**config.mk**
```make
export PLATFORM = sky130hd
export DESIGN_NAME = spi_initiator_flat
export DESIGN_NICKNAME = d
export VERILOG_FILES = /design/src/rtl/spi_initiator_if.sv /design/src/rtl/spi_initiator.sv /design/src/flat_wrapper.sv
export SDC_FILE = /design/constraint.sdc
export NUM_CORES = 1
export LEC_CHECK = 0
export ABC_AREA = 1
export BUFFER_PORTS_ARGS = -buffer_cell sky130_fd_sc_hd__buf_2
export CAP_MARGIN = 20
export CORE_UTILIZATION = 55
export DETAILED_ROUTE_END_ITERATION = 8
export HOLD_SLACK_MARGIN = 0.12
export PLACE_DENSITY = 0.88
export SLEW_MARGIN = 40
export SYNTH_ARGS = -nofsm -noshare
export SYNTH_HDL_FRONTEND = slang
export SYNTH_SLANG_ARGS = --single-unit
export TNS_END_PERCENT = 100
```
**constraint.sdc**
```tcl
create_clock -name clk -period 1.93 [get_ports clk]
set_clock_uncertainty 0.05 [all_clocks]
set_input_delay 0 -clock clk [delete_from_list [all_inputs] [get_ports clk]]
set_output_delay 0 -clock clk [all_outputs]
set_load 0.01 [all_outputs]
```
**src/rtl/spi_initiator_if.sv**
```systemverilog
// Parallel-side handshake for the SPI initiator: start/tx_data in, busy/done/rx_data out.
interface spi_initiator_if #(
  parameter int DATA_W = 16
);
  logic              start;
  logic [DATA_W-1:0] tx_data;
  logic              busy;
  logic              done;
  logic [DATA_W-1:0] rx_data;

  modport master (output start, tx_data, input  busy, done, rx_data);
  modport slave  (input  start, tx_data, output busy, done, rx_data);
endinterface

```
**src/rtl/spi_initiator.sv**
```systemverilog
// SPI mode-0 initiator: one DATA_W-bit full-duplex word per transfer, MSB first.
// sck/cs_n/sdo are registered so they never glitch.
module spi_initiator #(
  parameter int DATA_W = 16,
  parameter int CLKDIV = 4
) (
  input  logic            clk,
  input  logic            reset,
  spi_initiator_if.slave  bus,
  output logic            sck,
  output logic            sdo,
  input  logic            sdi,
  output logic            cs_n
);
  localparam int CNT_W = $clog2(2*CLKDIV + 1);
  localparam int BIT_W = $clog2(DATA_W + 1);
  localparam logic [CNT_W-1:0] PH_END = CNT_W'(CLKDIV - 1);
  // Trailing low: one sck low phase, CLKDIV of cs_n hold, then one settle
  // cycle, so done lands (2*DATA_W+2)*CLKDIV+1 edges after start.
  localparam logic [CNT_W-1:0] TR_END = CNT_W'(2*CLKDIV);

  typedef enum logic [2:0] {IDLE, LEAD, HIGH, LOW, TRAIL, DONE} state_t;

  state_t            state, state_d;
  logic [CNT_W-1:0]  cnt, cnt_d;
  logic [BIT_W-1:0]  bits, bits_d;
  logic [DATA_W-1:0] tx_sh, tx_sh_d, rx_sh, rx_sh_d, rx_q, rx_d;
  logic              sck_d, sdo_d, cs_n_d, busy_q, busy_d, done_q, done_d;

  assign bus.busy    = busy_q;
  assign bus.done    = done_q;
  assign bus.rx_data = rx_q;

  always_ff @(posedge clk or posedge reset) begin
    if (reset) begin
      state  <= IDLE;
      cnt    <= '0;
      bits   <= '0;
      tx_sh  <= '0;
      rx_sh  <= '0;
      rx_q   <= '0;
      sck    <= 1'b0;
      sdo    <= 1'b0;
      cs_n   <= 1'b1;
      busy_q <= 1'b0;
      done_q <= 1'b0;
    end else begin
      state  <= state_d;
      cnt    <= cnt_d;
      bits   <= bits_d;
      tx_sh  <= tx_sh_d;
      rx_sh  <= rx_sh_d;
      rx_q   <= rx_d;
      sck    <= sck_d;
      sdo    <= sdo_d;
      cs_n   <= cs_n_d;
      busy_q <= busy_d;
      done_q <= done_d;
    end
  end

  always_comb begin
    state_d = state;
    cnt_d   = cnt;
    bits_d  = bits;
    tx_sh_d = tx_sh;
    rx_sh_d = rx_sh;
    rx_d    = rx_q;
    sck_d   = sck;
    sdo_d   = sdo;
    cs_n_d  = cs_n;
    busy_d  = busy_q;
    done_d  = 1'b0;
    case (state)
      IDLE, DONE: begin
        state_d = IDLE;
        sdo_d   = 1'b0;
        // Accepting in DONE gives back-to-back words with one cs_n-high cycle.
        if (bus.start) begin
          state_d = LEAD;
          tx_sh_d = bus.tx_data;
          sdo_d   = bus.tx_data[DATA_W-1];
          cs_n_d  = 1'b0;
          busy_d  = 1'b1;
          cnt_d   = '0;
          bits_d  = '0;
        end
      end
      LEAD: begin
        if (cnt == PH_END) begin
          state_d = HIGH;
          cnt_d   = '0;
          sck_d   = 1'b1;
          rx_sh_d = {rx_sh[DATA_W-2:0], sdi};
          bits_d  = BIT_W'(1);
        end else begin
          cnt_d = cnt + CNT_W'(1);
        end
      end
      HIGH: begin
        if (cnt == PH_END) begin
          cnt_d = '0;
          sck_d = 1'b0;
          if (bits < BIT_W'(DATA_W)) begin
            state_d = LOW;
            tx_sh_d = {tx_sh[DATA_W-2:0], 1'b0};
            sdo_d   = tx_sh[DATA_W-2];
          end else begin
            state_d = TRAIL;
          end
        end else begin
          cnt_d = cnt + CNT_W'(1);
        end
      end
      LOW: begin
        if (cnt == PH_END) begin
          state_d = HIGH;
          cnt_d   = '0;
          sck_d   = 1'b1;
          rx_sh_d = {rx_sh[DATA_W-2:0], sdi};
          bits_d  = bits + BIT_W'(1);
        end else begin
          cnt_d = cnt + CNT_W'(1);
        end
      end
      TRAIL: begin
        if (cnt == TR_END) begin
          state_d = DONE;
          cnt_d   = '0;
          cs_n_d  = 1'b1;
          busy_d  = 1'b0;
          done_d  = 1'b1;
          rx_d    = rx_sh;
        end else begin
          cnt_d = cnt + CNT_W'(1);
        end
      end
      default: state_d = IDLE;
    endcase
  end
endmodule

```
**src/flat_wrapper.sv**
```systemverilog
// flat-port wrapper written by rule: the top's interface ports become plain ports
module spi_initiator_flat 
#(
  parameter int DATA_W = 16,
  parameter int CLKDIV = 4
)
  (clk, reset, sck, sdo, sdi, cs_n, bus_start, bus_tx_data, bus_busy, bus_done, bus_rx_data);
  spi_initiator_if #(.DATA_W(DATA_W)) bus_i ();
  input  logic clk;
  input  logic reset;
  output logic sck;
  output logic sdo;
  input  logic sdi;
  output logic cs_n;
  input wire logic [$bits(bus_i.start)-1:0] bus_start;
  input wire logic [$bits(bus_i.tx_data)-1:0] bus_tx_data;
  output wire logic [$bits(bus_i.busy)-1:0] bus_busy;
  output wire logic [$bits(bus_i.done)-1:0] bus_done;
  output wire logic [$bits(bus_i.rx_data)-1:0] bus_rx_data;
  assign bus_i.start = bus_start;
  assign bus_i.tx_data = bus_tx_data;
  assign bus_busy = bus_i.busy;
  assign bus_done = bus_i.done;
  assign bus_rx_data = bus_i.rx_data;
  spi_initiator #(.DATA_W(DATA_W), .CLKDIV(CLKDIV)) u_core (.clk(clk), .reset(reset), .bus(bus_i), .sck(sck), .sdo(sdo), .sdi(sdi), .cs_n(cs_n));
endmodule
```
-- Yosys cells after proc, flatten, opt, wreduce, memory -nomap -nowiden
Cells that the tools add are included.
- bits in registers: 64
- output and inout port bits: 21
- input bits: 20
- magnitude comparators: 1
- muxes and demuxes: 33
- $add $sub $neg: 2
- reductions and logical operators: 18
- equality and inequality tests: 14
- operators with widths (operator ; count):
    15-bit two-way mux ; 3
    15-bit one-hot mux with 2 select lines ; 1
    5-bit two-way mux ; 3
    5-bit one-hot mux with 3 select lines ; 1
    1-bit two-way mux ; 12
    3-bit two-way mux ; 4
    4-bit two-way mux ; 3
    2-bit by 1-bit inequality test with 1-bit output (second input constant) ; 6
    3-bit one-hot mux with 4 select lines ; 1
    4-bit one-hot mux with 3 select lines ; 1
    3-bit AND reduction ; 4
    1-bit one-hot mux with 2 select lines ; 4
    4-bit AND reduction ; 2
    3-bit by 2-bit == test with 1-bit output (second input constant) ; 2
    3-bit == test (second input constant) ; 2
    2-bit AND reduction ; 3
    2-bit nonzero test ; 3
    3-bit nonzero test ; 2
    5-bit by 1-bit adder with 5-bit output (second input constant) ; 1
    5-bit < comparator (second input constant) ; 1
    4-bit by 1-bit adder with 4-bit output (second input constant) ; 1
    4-bit by 2-bit == test with 1-bit output (second input constant) ; 1
    4-bit == test (second input constant) ; 1
    2-bit OR reduction ; 2
    other kinds (4) ; 4

-- Depth between registers and ports, before layout
Gate-level depths: netlist of run 1.
- word-level depth: 4
- gate-level depth with buffers: 9

-- Least setup slack after synthesis of run 1
OpenSTA, ideal clock, no wires.
- path kind: register to register
- start point: register u_core.state[0]
- end point: register u_core.tx_sh[0]
- path buffers: 1
- setup slack: 0.462 ns
- arrival time: 1.301 ns
- clock period less this slack: 1.468 ns
- stages on the path, launching flop included: 10
- cell sequence: dfrtp_1 > inv_1 > nand3_2 > nor2_2 > nand2_1 > nand2_2 > nand2_2 > buf_6 > nand2_1 > nand2_1
- cells in the longest elaborated chain, start to end: 4
- elaborated cells between the ends (all ways): 10
- those cells by class: eq/ne: 5; mux: 1; reduce/logical: 4
- ends and longest elaborated chain (item ; RTL line ; source):
    start: declaration ; spi_initiator.sv:24 ; state_t state, state_d;
    start signal: assignment ; spi_initiator.sv:48 ; state <= state_d;
    3-bit == test or 3-bit zero test (tied branches) ; spi_initiator.sv:74 ; case (state)
    2-bit OR reduction ; spi_initiator.sv:74 ;
    2-bit inequality test (no source line) or 2-bit nonzero test (tied branches) ; n/a ;
    4-bit AND reduction (no source line) ; n/a ;
    end signal: assignment ; spi_initiator.sv:51 ; tx_sh <= tx_sh_d;
    end: declaration ; spi_initiator.sv:27 ; logic [DATA_W-1:0] tx_sh, tx_sh_d, rx_sh, rx_sh_d, rx_q, rx_d;
Several ways; a longest one is shown, not always the timed one.
A chain may end at the register's enable or synchronous reset.

-- Final worst setup path of run 1
- start point: register u_core.state[2]
- end point: register u_core.sdo
- cells in the longest elaborated chain, start to end: 4
- elaborated cells between the ends (all ways): 9
- those cells by class: eq/ne: 4; mux: 1; reduce/logical: 4
- ends and longest elaborated chain (item ; RTL line ; source):
    3-bit == test or 3-bit zero test (tied branches) ; spi_initiator.sv:74 ;
    2-bit OR reduction ; spi_initiator.sv:74 ;
    2-bit nonzero test (no source line) ; n/a ;
    3-bit AND reduction (no source line) ; n/a ;
    end signal: assignment ; spi_initiator.sv:55 ; sdo <= sdo_d;
    end: declaration ; spi_initiator.sv:11 ; output logic sdo,
Several ways; a longest one is shown, not always the timed one.

==> flow_summary.ini, run 1 <==
[timing]
fmax_mhz = 572
tightestPinTransition_ns = 0.347
fin_ws_ns = 0.183
timing.final.crit_share_pct = 90.5
finalCriticalPeriod_ns = 1.75
maxSlewViolCount = 0
setup_viol = 0
hold_viol_final = 0
slew-limit-headroom_pct = 76.7
rsz0062_at_grt = no
setup_tns_ns = 0

[cells_and_area]
n_antenna_cell = 0
final_nets = 455
synthToLayoutAreaGrowth_pct = 26.6
fin_cells = 507
fin_util_pct = 71.9
drive_above_1_share_pct = 17.8

[floorplanning]
die-area_mm2 = 0.00557
initial_core_util_pct = 56.8
die_h_um = 74.6
die_width_um = 74.6
std_cell_rows = 26
core-area_mm2 = 0.00511
pin_count = 41

[yosys]
synth-edff-count = 0
synthesis.area_mm2 = 0.00290
async_flop_share_pct = 100
ys.flop_type = dfrtp_1
syn_inst = 361
yosysMostFrequentCell = nand2_1
ys_top_cells_by_count = 156 x nand2_1, 63 x dfrtp_1, 33 x o21ai_0
syn_area_per_cell_um2 = 8.04
ys_types = 24
yosys_warnings = 0
ys_ff_latch = 64
yosys.area.top_type = dfrtp_1
syn_nets = 384
synth_seq_area_share_pct = 55.2
yosys-top-cells-area = dfrtp_1 54%, nand2_1 20%, o21ai_0 5.7%, nand3_1 4.8%, inv_1 4.0%
yosysTopAreaCellShare_pct = 54.3

[drt]
drt_iter0_drc = 161
antenna_left = 0
wl_um = 6260
drc_errors = 0
avgRoutedWirePerCell_um = 12.3
firstDrtPassIters = 4
via_count = 2538
viasPerCell = 5.01

[grt]
grt_pass1_vias = 2435
grt.total_usage_pct = 24.9
grt_overflow = 0
grt_first_pass_wirelength_um = 10400
antenna_found_initial = 0
grt_start_max_net_pins = 65

[power]
power_leakage_nw = 2.01
power_w = 0.00286
powerDensity_mw_per_mm2 = 779
ir_drop_mv = 0.669

[setup_path]
worstSetupPathType = reg -> reg
cp-start-kind = flop
path_max_fanout = 17
cp.required_ns = 2.12
arrival_ns = 1.93
end_kind = flop

[clock_network]
cts_root_buf = clkbuf_8
path_clk_slew_ns = 0.07
clock_latency_ns = 0.34
htreeDepth = 3
post-cts-setup-buffers = 0
cts_sinks = 64
clk_path_buf_depth = 2
cts_buffers = 9
cts_resized = 0
cts_tree = built

[placed_design]
placedCellCount = 471
dp_hpwl_um = 4000
io_buffers = 40
dp_worst_setup_slack_ns = 0.279
place_congestion = 0.891

[hold_path]
min_path_type = in -> async

[status]
status = finished, final reports clean

[job]
max_cap_viol_count = 0
-- worst max-delay path, cell delays in order (launching register included) --
cell	delay, ns
dfrtp_1	0.40
inv_2	0.13
nand3_2	0.10
buf_4	0.20
nand3_1	0.07
dlygate4sd3_1	0.54
nand2_1	0.05
nand2_1	0.05
nand2_1	0.05
-- flip-flops by register name, indices dropped and copies added, names as in the netlist --
signal and cells:
u_core.bits 5, u_core.bus.busy 1, u_core.bus.done 1, u_core.bus.rx_data 16
u_core.cnt 4, u_core.cs_n 1, u_core.rx_sh 16, u_core.sck 1
u_core.sdo 1, u_core.state 3, u_core.tx_sh 15
-- path summary, 6_finish.rpt --
path / start / end / slack (ns) / cells after the start
max: u_core.state[2] / u_core.sdo / 0.18 / 8
min: reset / u_core.bus.done / 0.22 / 4
max reg2reg: u_core.state[2] / u_core.sdo / 0.18 / 8
min reg2reg: u_core.tx_sh[8] / u_core.tx_sh[8] / 0.43 / 2
max in group asynchronous: reset / u_core.cs_n / 1.28 / 4
min in group clk: u_core.tx_sh[8] / u_core.tx_sh[8] / 0.43 / 2
-- metal layers --
layer / global-route usage, % / wire, um / up-vias
li1: - / - / 1270
met1: 29.2 / 2690 / 1189
met2: 42.0 / 3170 / 63
met3: 7.50 / 285 / 16
met4: 11.9 / 111 / 0
met5: 0 / 0 / -
-- placed cells by master, fill, tap and decap left out, types with 4 or more instances in the layout --
cell type and count:
buf_2 40, buf_4 11, clkbuf_8 9, dfrtp_1 63
dlygate4sd3_1 20, inv_1 30, nand2_1 156, nand3_1 28
nor2_1 10, o21ai_0 33, o21ai_1 4, xor2_1 4
-- through the flow --
| step | hold slack (ns) | area, um2 |
|---|---|---|
| 3_5_place_dp | 0.0511 | 3230 |
| 6_report | 0.221 | 3670 |
| 3_3_place_gp | 0.0415 | 3230 |
| 4_1_cts | 0.230 | 3670 |
| 5_1_grt | 0.259 | 3670 |
| 2_1_floorplan | 0.109 | 2900 |
-- logic make-up after synthesis --
kind of cell | count (synthesis) | synth area share [%]
compound gates | 40 | 6.90
simple gates | 204 | 28.8
fa+ha+maj | 3 | 1.29
flops | 64 | 55.2
buf+inv | 46 | 6.55
xor+xnor | 4 | 1.21
-- power by group --
part	switching, W	leakage (nW)	internal (W)
clock	0.000538	0.116	0.000859
combinational	0.0000549	1.05	0.0000558
sequential	0.00000421	0.849	0.00135
-- area by class of cell --
| cell class | count | area (um2) |
|---|---|---|
| flip-flops and latches | 64 | 1600 |
| fillers | 399 | 1440 |
| multi-input cells | 251 | 1110 |
| repair buffers | 72 | 503 |
| inverters | 34 | 128 |
| clock buffers | 9 | 124 |
| clock inverters | 7 | 119 |
| well taps | 70 | 87.6 |
-- repair_timing --
action | in CTS | in global routing
hold buffers | 20 | 0
endpoints found under the setup margin | 0 | 0
hold endpoints to repair | 84 | 0
Power figures use the tool's default switching activity.
==> run 2, diff against run 1 <==
- CORE_ASPECT_RATIO: not set -> 0.6
- CORE_MARGIN: not set -> 4
==> run 2 against run 1 <==
Maximum frequency down 5.3%. Non-clock buffer count down 2. Sequential cell count unchanged. First-iteration DRC count up 32%. Hold slack worse by 0.073 ns. Final cell count down 1.2%. Via count up 2.2%. Register-to-register slack worse by 0.099 ns. Sequential share of layout area up 0.87 points. Die area up 17%. Critical path depth down 2. Critical endpoint is now u_core.bits[2]. Highest routed layer unchanged.
==> flow_summary.ini, run 2 (synthesized netlist as in run 1, its figures left out) <==
[grt]
antenna_found_initial = 0
grt.total_usage_pct = 22.8
grt_pass1_vias = 2508
grt_start_max_net_pins = 35
grt_first_pass_wirelength_um = 11400
grt_overflow = 0

[cells_and_area]
final_common_cell = nand2_1
fill_cells = 360
drive_above_1_share_pct = 17.7
multi_input_area_mm2 = 0.00111
final_nets = 453
final_cell_mix = 156 x nand2_1, 62 x dfrtp_1, 40 x buf_2
fin_util_pct = 70.9
n_antenna_cell = 0
synthToLayoutAreaGrowth_pct = 24.2
regArea_mm2 = 0.00160

[floorplanning]
std_cell_rows = 20
die_width_um = 102
core-area_mm2 = 0.00508
die_h_um = 64.3
initial_core_util_pct = 57.1
die-area_mm2 = 0.00654
pin_count = 41

[setup_path]
worstSetupPathType = reg -> reg
cp_slowest_stage_delay_ns = 0.47
regToRegSetupSlack_ns = 0.08
path_cells = o21ai_1, nand3_1, buf_4, nand3_1, nand2_1, nand2_1
crit_path_top_delay_cell = dfrtp_1
end_kind = flop
arrival_ns = 2.07
cp-start-kind = flop
cp.required_ns = 2.16
path_max_fanout = 12

[placed_design]
dp_worst_setup_slack_ns = 0.219
place_congestion = 0.868
io_buffers = 40
dp_hpwl_um = 4290

[timing]
setup_viol = 0
hold_slack_ns = 0.147
timing.final.crit_share_pct = 95.6
slew-limit-headroom_pct = 70.3
hold_viol_final = 0
fin_ws_ns = 0.0841
maxSlewViolCount = 0
rsz0062_at_grt = yes
tightestPinTransition_ns = 0.443
setup_tns_ns = 0
fmax_mhz = 542
finalCriticalPeriod_ns = 1.85

[clock_network]
cts_sinks = 64
cts_root_buf = clkbuf_8
cts_buffers = 9
clk_path_buf_depth = 2
clock_latency_ns = 0.34
path_clk_slew_ns = 0.07
htreeDepth = 3
cts_tree = built
post-cts-setup-buffers = 0

[drt]
drt_iter0_drc = 213
wl_um = 6710
antenna_left = 0
firstDrtPassIters = 5
avgRoutedWirePerCell_um = 13.4
via_count = 2595
viasPerCell = 5.18
drc_errors = 0

[hold_path]
min_path_type = in -> async

[power]
ir_drop_mv = 0.590
power_leakage_nw = 1.98
powerDensity_mw_per_mm2 = 697

[status]
status = finished, final reports clean

[job]
max_cap_viol_count = 0
run 2: stage by stage:
step                power, W  cell area, um2  instances
CTS                  0.00251            3590        501
finish               0.00251            3600        501
detailed placement   0.00146            3210        465
global placement     0.00145            3210        465
floorplan            0.00142            2900        361
global route         0.00260            3600        501
run 2: timing repair:
| item | CTS | global route |
|---|---|---|
| setup endpoints to repair | 0 | 4 |
| gates resized for setup | 0 | 3 |
| endpoints found under the hold margin | 83 | 0 |
| hold buffers | 20 | 0 |
run 2: layout make-up:
cell class | instances | area share [%]
multi-input combinational | 251 | 30.9
clock buffer | 12 | 4.31
timing repair buffer | 70 | 13.6
clock inverter | 4 | 0.799
inverter | 34 | 3.54
tap | 66 | 2.29
sequential | 64 | 44.5
run 2: path summary, 6_finish.rpt:
path,startpoint,to,cells past startpoint
min in group clk,sdi,u_core.rx_sh[0],4
hold / removal,reset,u_core.rx_sh[10],3
setup / recovery,u_core.state[1],u_core.bits[2],6
hold reg to reg,u_core.tx_sh[4],u_core.tx_sh[4],2
max in group asynchronous,reset,u_core.cs_n,4
setup reg to reg,u_core.state[1],u_core.bits[2],6
run 2: worst max-delay path: cells and delay by family, from the launching register on:
kind / cells / cell delay, ns
flops: 1 / 0.47
compound gates: 1 / 0.41
simple gates: 4 / 0.58
buf+inv: 1 / 0.26
run 2: power by group:
part	switching [W]	total (W)	internal (W)	leakage [nW]
Sequential	0.00000337	0.00135	0.00135	0.849
Combinational	0.0000529	0.000110	0.0000568	1.04
Clock	0.000512	0.00105	0.000536	0.0886
run 2: per-layer routing:
| layer | up-vias | track usage [%] | part of all wire [%] |
|---|---|---|---|
| met2 | 98 | 33.8 | 46 |
| met3 | 24 | 7.20 | 6.6 |
| met1 | 1204 | 30.6 | 45 |
| li1 | 1269 | - | - |
| met4 | 0 | 10.1 | 2.9 |
| met5 | - | 0 | 0 |
==> run 3, diff against run 2 <==
- CTS_CLUSTER_SIZE: not set -> 24
- GPL_TIMING_DRIVEN: not set -> 0
==> run 3 against run 2 <==
Count of clock-buffer cells in the layout increased by 1. Final cell count rose by 0.60%. Non-clock buffer count rose by 3. Worst setup slack got worse by 0.070 ns. Sequential power barely moved. Largest cell class unchanged. Largest power group unchanged.
==> flow_summary.ini, run 3 (synthesized netlist as in run 1, its figures left out) <==
[status]
status = finished, final reports clean

[drt]
wl_um = 7040
drt_iter0_drc = 284
firstDrtPassIters = 5
avgRoutedWirePerCell_um = 14.0
drc_errors = 0
viasPerCell = 5.33
antenna_left = 0
via_count = 2686

[floorplanning]
initial_core_util_pct = 57.1
std_cell_rows = 20
die-area_mm2 = 0.00654
pin_count = 41
die_width_um = 102
die_h_um = 64.3
core-area_mm2 = 0.00508

[cells_and_area]
final_nets = 456
fill_cells = 353
final_common_cell = nand2_1
final_cell_mix = 156 x nand2_1, 63 x dfrtp_1, 45 x buf_2
synthToLayoutAreaGrowth_pct = 25.7
final_area_mm2 = 0.00365
n_antenna_cell = 0
drive_above_1_share_pct = 17.1
fin_cells = 504

[timing]
finalCriticalPeriod_ns = 1.92
maxSlewViolCount = 0
rsz0062_at_grt = yes
hold_viol_final = 0
setup_viol = 0
fmax_mhz = 522
slew-limit-headroom_pct = 70.8
tightestPinTransition_ns = 0.438
timing.final.crit_share_pct = 99.3
setup_tns_ns = 0

[setup_path]
end_kind = flop
path_cells = o21ai_1, nand3_1, buf_2, o21ai_1, nand2_1, nand3_1
path_delay_family = compound AO/OA/AOI/OAI gates
cp_slowest_stage_delay_ns = 0.50
crit_path_top_delay_cell = dfrtp_1
cp-start-kind = flop
cp.required_ns = 2.16
worstSetupPathType = reg -> reg
path_buf_inv = 1
arrival_ns = 2.15
path_max_fanout = 10

[grt]
grt_overflow = 0
grt_start_max_net_pins = 43
grt_first_pass_wirelength_um = 12000
grt.total_usage_pct = 24.1
antenna_found_initial = 0
grt_pass1_vias = 2493

[hold_path]
min_path_type = in -> reg

[power]
pwr-share-comb_pct = 4.0
power_leakage_nw = 2.01
switchingPower_w = 0.000560
power_frac_seq_pct = 49.0
ir_drop_mv = 0.447
intPower_w = 0.00220
p_sw_share_pct = 20.3
pwr-share-clk_pct = 47.0
powerDensity_mw_per_mm2 = 758

[placed_design]
io_buffers = 40
placed_area_mm2 = 0.00321
dp_hpwl_um = 4510
placedCellCount = 468
place_congestion = 0.897

[clock_network]
cts_tree = built
cts_buffers = 9
clk_path_buf_depth = 2
post-cts-setup-buffers = 0
clock_latency_ns = 0.34
path_clk_slew_ns = 0.07
cts_root_buf = clkbuf_8
htreeDepth = 3
cts_sinks = 64

[job]
max_cap_viol_count = 0
-- run 3: cell count changes in the layout (fill, tap and decap cells not counted), moves of 2 or more --
cell,change
buf_2,+5
bufinv_16,+2
clkinvlp_4,-2
clkbuf_1,+3
buf_4,-7
clkbuf_2,+2
-- run 3: area by class of cell --
type                            instances  area (um2)  share of cell area [%]
Multi-Input combinational cell        251        1120                    30.7
Sequential cell                        64        1600                    44.0
Clock buffer                           13         159                    4.36
Tap cell                               66        82.6                    2.26
Inverter                               34         130                    3.57
Clock inverter                          3        65.1                    1.78
Timing Repair Buffer                   61         420                    11.5
Buffer                                 12        65.1                    1.78
-- run 3: power groups by stage --
stage / combinational, W / sequential [W] / clock, W
after detailed placement: 0.0000792 / 0.00138 / 0
after global placement: 0.0000707 / 0.00138 / 0
after floorplan: 0.0000425 / 0.00138 / 0
final: 0.000112 / 0.00135 / 0.00130
after CTS: 0.000111 / 0.00135 / 0.00131
after global routing: 0.000128 / 0.00135 / 0.00138
-- run 3: worst paths after layout --
kind | start | to | slack (ns) | cells after the start
worst max-delay path | u_core.state[1] | u_core.cnt[2] | 0.01 | 6
worst min-delay path | sdi | u_core.rx_sh[0] | 0.41 | 4
worst max register to register | u_core.state[1] | u_core.cnt[2] | 0.01 | 6
worst min register to register | u_core.bus.rx_data[15] | u_core.bus.rx_data[15] | 0.43 | 2
max in group asynchronous | reset | u_core.cs_n | 0.57 | 5
min in group asynchronous | reset | u_core.bus.rx_data[11] | 0.70 | 4
-- run 3: repair_timing --
item | in CTS | in global routing
gates resized for setup | 0 | 6
endpoints found under the hold margin | 83 | 0
hold buffers | 20 | 0
endpoints found under the setup margin | 0 | 22
-- run 3: tightest hold or removal path: cells and delay by family --
| kind | cells | cell delay, ns |
|---|---|---|
| compound gates | 1 | 0.11 |
| buf+inv | 2 | 0.61 |
| simple gates | 1 | 0.04 |
-- run 3: metal layers --
layer  wire (um)  GRT usage [%]  vias to the layer above
met5           0              0                        -
met4         143           8.29                        0
met3         552           6.87                       18
met2        3200           36.2                      131
met1        3140           33.6                     1263
li1            -              -                     1274
-- run 3: through the flow --
stage               utilization [%]  hold WS (ns)  worst slack (ns)  power, W
floorplan                         -         0.109             0.284   0.00142
global placement               62.7         0.209            -0.438   0.00145
detailed placement             63.1       -0.0669             0.154   0.00146
CTS                            71.5         0.401             0.118   0.00278
global route                   71.8         0.441           -0.0456   0.00286
finish                         71.8         0.410            0.0140   0.00276
